[config.mk]
export PLATFORM = sky130hd
export DESIGN_NAME = ps2_key_event_queue
export DESIGN_NICKNAME = d
export VERILOG_FILES = /design/src/rtl/ps2_key_event_queue.sv
export SDC_FILE = /design/constraint.sdc
export NUM_CORES = 1
export LEC_CHECK = 0
export ABC_AREA = 0
export BUFFER_PORTS_ARGS = -buffer_cell sky130_fd_sc_hd__buf_4
export CAP_MARGIN = 0
export CORE_UTILIZATION = 30
export DETAILED_ROUTE_END_ITERATION = 10
export GPL_TIMING_DRIVEN = 0
export SETUP_SLACK_MARGIN = 0.4
export SYNTH_ARGS = -nofsm -noshare
export SYNTH_HDL_FRONTEND = slang
export SYNTH_SLANG_ARGS = --single-unit
export TNS_END_PERCENT = 1
[constraint.sdc]
create_clock -name clk_i -period 6.7 [get_ports clk_i]
set_input_delay 1.34 -clock clk_i [delete_from_list [all_inputs] [get_ports clk_i]]
set_output_delay 1.34 -clock clk_i [all_outputs]
set_load 0.02 [all_outputs]
[src/rtl/ps2_key_event_queue.sv]
// PS/2 scan-code decoder (E0/F0 prefixes) feeding a FWFT event FIFO, plus a held-key tracker.
// Optional build macro PS2_TYPEMATIC_FILTER_EN drops repeated makes of the currently held key.
module ps2_key_event_queue #(
  parameter int unsigned DEPTH       = 8,
  parameter int unsigned HOLD_CYCLES = 10_000_000,
  parameter int unsigned CNT_W       = 24
) (
  input  logic                     clk_i,
  input  logic                     resetn_i,
  input  logic                     ps2_key_pressed_i,
  input  logic [7:0]               ps2_out_i,
  input  logic                     evt_ready_i,
  output logic                     evt_valid_o,
  output logic [7:0]               evt_code_o,
  output logic                     evt_break_o,
  output logic                     evt_ext_o,
  output logic [7:0]               held_key_o,
  output logic                     held_ext_o,
  output logic [$clog2(DEPTH):0]   fifo_count_o,
  output logic                     overflow_o
);

  localparam int unsigned AW = (DEPTH > 1) ? $clog2(DEPTH) : 1;
  localparam int unsigned CW = $clog2(DEPTH) + 1;
  localparam logic [CNT_W-1:0] HoldMax   = CNT_W'(HOLD_CYCLES);
  localparam logic [CW-1:0]    FullCount = CW'(DEPTH);

  typedef enum logic [1:0] {StIdle, StExt, StBrk, StExtBrk} state_e;

  state_e      state_q;
  logic        emit_q;
  logic [7:0]  emit_code_q;
  logic        emit_brk_q;
  logic        emit_ext_q;

  // Decoder: prefixes accumulate into the state, a data byte emits one registered event.
  always_ff @(posedge clk_i or negedge resetn_i) begin
    if (!resetn_i) begin
      state_q     <= StIdle;
      emit_q      <= 1'b0;
      emit_code_q <= 8'h00;
      emit_brk_q  <= 1'b0;
      emit_ext_q  <= 1'b0;
    end else begin
      emit_q <= 1'b0;
      if (ps2_key_pressed_i) begin
        if (ps2_out_i == 8'h00 || ps2_out_i == 8'hFF) begin
          state_q <= StIdle;
        end else if (ps2_out_i == 8'hE0) begin
          unique case (state_q)
            StIdle, StExt:   state_q <= StExt;
            StBrk, StExtBrk: state_q <= StExtBrk;
            default:         state_q <= StIdle;
          endcase
        end else if (ps2_out_i == 8'hF0) begin
          unique case (state_q)
            StIdle, StBrk:   state_q <= StBrk;
            StExt, StExtBrk: state_q <= StExtBrk;
            default:         state_q <= StIdle;
          endcase
        end else begin
          emit_q      <= 1'b1;
          emit_code_q <= ps2_out_i;
          emit_brk_q  <= (state_q == StBrk) || (state_q == StExtBrk);
          emit_ext_q  <= (state_q == StExt) || (state_q == StExtBrk);
          state_q     <= StIdle;
        end
      end
    end
  end

  logic [7:0]       held_key_q;
  logic             held_ext_q;
  logic [CNT_W-1:0] hold_cnt_q;
  logic             is_make;
  logic             is_held;
  logic             drop_repeat;

  assign is_make = emit_q && !emit_brk_q;
  assign is_held = (emit_code_q == held_key_q) && (emit_ext_q == held_ext_q);

`ifdef PS2_TYPEMATIC_FILTER_EN
  assign drop_repeat = is_make && is_held && (held_key_q != 8'h00);
`else
  assign drop_repeat = 1'b0;
`endif

  always_ff @(posedge clk_i or negedge resetn_i) begin
    if (!resetn_i) begin
      held_key_q <= 8'h00;
      held_ext_q <= 1'b0;
      hold_cnt_q <= HoldMax;
    end else if (is_make) begin
      held_key_q <= emit_code_q;
      held_ext_q <= emit_ext_q;
      hold_cnt_q <= '0;
    end else if (emit_q && is_held) begin
      held_key_q <= 8'h00;
      held_ext_q <= 1'b0;
      hold_cnt_q <= HoldMax;
    end else if (hold_cnt_q < HoldMax) begin
      hold_cnt_q <= hold_cnt_q + 1'b1;
      if (hold_cnt_q == HoldMax - 1'b1) begin
        held_key_q <= 8'h00;
        held_ext_q <= 1'b0;
      end
    end
  end

  logic [9:0]    mem_q [DEPTH];
  logic [AW-1:0] wptr_q, rptr_q;
  logic [CW-1:0] count_q, count_d;
  logic          overflow_q;
  logic          push_req, push, pop, full;

  assign full     = (count_q == FullCount);
  assign pop      = evt_ready_i && (count_q != '0);
  assign push_req = emit_q && !drop_repeat;
  // A full FIFO still accepts a push when the head leaves on the same edge.
  assign push     = push_req && (!full || pop);

  always_comb begin
    count_d = count_q;
    unique case ({push, pop})
      2'b10:   count_d = count_q + 1'b1;
      2'b01:   count_d = count_q - 1'b1;
      default: count_d = count_q;
    endcase
  end

  always_ff @(posedge clk_i or negedge resetn_i) begin
    if (!resetn_i) begin
      wptr_q     <= '0;
      rptr_q     <= '0;
      count_q    <= '0;
      overflow_q <= 1'b0;
    end else begin
      if (push) wptr_q <= wptr_q + 1'b1;
      if (pop)  rptr_q <= rptr_q + 1'b1;
      count_q <= count_d;
      if (push_req && !push) overflow_q <= 1'b1;
    end
  end

  always_ff @(posedge clk_i) begin
    if (push) mem_q[wptr_q] <= {emit_ext_q, emit_brk_q, emit_code_q};
  end

  logic [9:0] head;
  assign head         = mem_q[rptr_q];
  assign evt_valid_o  = (count_q != '0);
  assign evt_code_o   = evt_valid_o ? head[7:0] : 8'h00;
  assign evt_break_o  = evt_valid_o ? head[8] : 1'b0;
  assign evt_ext_o    = evt_valid_o ? head[9] : 1'b0;
  assign held_key_o   = held_key_q;
  assign held_ext_o   = held_ext_q;
  assign fifo_count_o = count_q;
  assign overflow_o   = overflow_q;

endmodule

==> results.py <==
metrics = {
    "outcome": {
        "status": "finished, final reports clean",
    },
    "clock_tree": {
        "clock_tree.root_cell": "clkbuf_16",
        "cts_sinks": 137,
        "clk_pin_slew_worst_paths_ps": 50,
        "cts_max_level": 4,
        "cts_resized": 0,
        "cts_max_path_buffers": 2,
        "insertion_delay_ps": 410,
        "cts_hold_buf": 0,
        "post_cts_buffers": 0,
        "cts_tree": "built",
        "cts_made_buffers": 17,
    },
    "die": {
        "coreArea_um2": 19500,
        "rows": 51,
        "die_w_um": 143,
        "initial_core_util_pct": 30.7,
        "fp.dieArea_um2": 20500,
        "ioPinCount": 37,
        "fp.dieH_um": 143,
    },
    "yosys": {
        "synth.area.top_cells": "edfxtp_1 (40%), dfrtp_1 (21%), mux4_2 (7.6%)",
        "synth_top_area_share_pct": 40.3,
        "synth_cell_types": 46,
        "netlist_area_um2": 5970,
        "yosysWarnings": 0,
        "syn_avg_cell_area_um2": 14.4,
        "synth_largest_area_cell": "edfxtp_1",
        "syn_nets": 433,
        "synthArstFlopShare_pct": 41.6,
        "yosysSeqAreaShare_pct": 64.3,
        "ys_ff_latch": 137,
        "syn_inst": 415,
        "yosys_most_used_dff": "edfxtp_1",
        "synth_edf_count": 80,
    },
    "setup_path": {
        "crit_required_ps": 5360,
        "startpoint_type": "register",
        "rr_worst_depth": 6,
        "cp_cell_sequence": "buf_1, mux4_2, mux2i_1, nor2_1, buf_4",
        "crit_buf_inv": 2,
        "cp_max_fo": 10,
        "arrival_ps": 2580,
        "cpLargestDelayFamily": "buffers and inverters",
        "r2r_setup_slack_ps": 4110,
        "cp_slowest_cell": "buf_1",
        "critical_path_class": "reg -> out",
        "max_stage_delay_ps": 730,
        "r2r_start": "emit_code_q[7]$_DFFE_PN0P_",
        "cp-end-kind": "output pin",
        "r2r_end": "hold_cnt_q[14]$_DFFE_PN0P_",
    },
    "hold_path": {
        "min_from": "overflow_o$_DFFE_PN0P_",
        "hold_path_class": "reg -> reg",
        "hold_path_depth": 1,
        "min_delay_worst_endpoint": "overflow_o$_DFFE_PN0P_",
    },
    "final_layout": {
        "regArea_um2": 3840,
        "layoutNonFillerInstCount": 746,
        "utilization_pct": 36.7,
        "drive_gt1_share_pct": 22.9,
        "nFillCells": 1856,
        "final_cell_mix": "edfxtp_1 (80), dfrtp_1 (49), buf_4 (36)",
        "syn2layout_area_growth_pct": 19.6,
        "fin_nets": 488,
        "layout_commonest_cell": "edfxtp_1",
        "multi_input_area_um2": 2030,
        "insertedDiodeCount": 0,
    },
    "run": {
        "cap_violations": 0,
    },
    "sta": {
        "post-route-period-util_pct": 58.5,
        "report.final.slew_viol_count": 0,
        "relSlewSlack_pct": 31.7,
        "fin_crit_ps": 3920,
        "fin_tns_setup_ps": 0,
        "rsz0062_at_grt": "false",
        "finalHoldViolCount": 0,
        "worst_pin_slew_ps": 1020,
        "finalSetupViolCount": 0,
        "fin_skew_ps": 9.77,
        "fmax_ghz": 0.255,
    },
    "detailed_routing": {
        "met2_length_mm": 6.54,
        "drt_iter0_drc": 283,
        "wl_mm": 12.8,
        "wl_met1_mm": 5.75,
        "drc": 0,
        "drt_first_pass_iters": 5,
        "viasPerCell": 4.99,
        "wl_per_cell_um": 17.2,
        "drtAntennaViolNets": 0,
        "highest_layer": "met4",
        "route.met3.wl_um": 410,
        "vias": 3725,
    },
    "place": {
        "place_inst": 716,
        "dp_hpwl_mm": 8.59,
        "port_buffers": 36,
        "gp_routability_congestion": 0.779,
    },
    "grt": {
        "antenna_found_initial": 0,
        "grt_max_degree": 58,
        "grtUsageTotal_pct": 13.4,
        "grt-ovfl-total": 0,
        "first_global_vias": 3778,
        "grt_pass1_wl_mm": 20.5,
    },
    "power_and_ir_drop": {
        "powerDensity_nw_per_um2": 396,
        "vdd_drop_max_mv": 0.142,
        "p_leak_nw": 2.59,
        "power.total_w": 0.00283,
    },
}
-- kinds of logic after synthesis --
kind of cell / synth area share [%]
adders and majority gates: 1.38
DFF: 64.3
xor gates and xnor gates: 2.50
buffers and inverters: 1.87
and+or+nand+nor: 10.3
muxes: 12.3
AOI/OAI and AO/OA: 7.28
-- layout make-up --
| class | count | area share [%] |
|---|---|---|
| Clock inverter | 12 | 1.79 |
| Sequential cell | 137 | 53.8 |
| Timing Repair Buffer | 36 | 3.79 |
| Multi-Input combinational cell | 251 | 28.4 |
| Clock buffer | 18 | 6.02 |
| Tap cell | 265 | 4.65 |
| Inverter | 13 | 0.684 |
| Buffer | 14 | 0.877 |
-- cells in the mapped netlist, types with 3 or more instances --
library cell / n
o31ai_1: 10
nor4_1: 7
o21a_1: 4
clkbuf_1: 8
nand3_1: 19
nor3_1: 8
a21oi_1: 13
inv_1: 13
nor2_1: 24
a22o_1: 9
mux2i_1: 15
or4_1: 12
dfrtp_1: 49
o21ai_0: 12
mux4_2: 20
xor2_1: 12
or3_1: 9
nand2_1: 18
ha_1: 5
xnor2_1: 5
a31oi_1: 10
buf_1: 3
dfstp_2: 8
nand2b_1: 4
edfxtp_1: 80
mux2_2: 11
-- report_power, final --
part	total, W	switching (W)	internal [W]
sequential	0.00115	0.000104	0.00104
combinational	0.000792	0.000428	0.000364
clock	0.000891	0.000348	0.000542
-- routing by layer --
| layer | GRT usage [%] | vias to the layer above |
|---|---|---|
| met4 | 3.51 | 0 |
| met2 | 22.5 | 82 |
| li1 | - | 1722 |
| met3 | 3.49 | 13 |
| met1 | 17.0 | 1908 |
| met5 | 0 | - |
-- registers in the layout (all words and copies together) (netlist names) --
name and cells:
wptr_q 3, emit_brk_q 1, emit_ext_q 1, mem_q 80, overflow_o 1, fifo_count_o 4
hold_cnt_q 24, held_ext_o 1, emit_q 1, emit_code_q 8, rptr_q 3, held_key_o 8
state_q 2
-- how the worst max path moves through the flow --
stage	slack [ps]	cells past startpoint	from	endpoint
global route	2520	5	rptr_q[0]$_DFFE_PN0N_	evt_code_o[0]
global placement	2920	5	evt_ready_i	mem_q[1][2]$_DFFE_PP_
floorplan	3610	6	ps2_out_i[1]	emit_brk_q$_DFFE_PN0P_
finish	2780	5	rptr_q[0]$_DFFE_PN0N_	evt_code_o[0]
detailed placement	3120	5	rptr_q[0]$_DFFE_PN0N_	evt_code_o[0]
CTS	2700	5	rptr_q[0]$_DFFE_PN0N_	evt_code_o[0]
-- through the flow --
| stage | worst slack (ps) | instance area, um2 | hold WS [ps] |
|---|---|---|---|
| after global routing | 2520 | 7130 | 505 |
| after global placement | 2920 | 6570 | 468 |
| final | 2780 | 7130 | 485 |
| after detailed placement | 3120 | 6580 | 486 |
| after CTS | 2700 | 7130 | 498 |
| after floorplan | 3610 | 5970 | 458 |
Power figures use the tool's default switching activity.
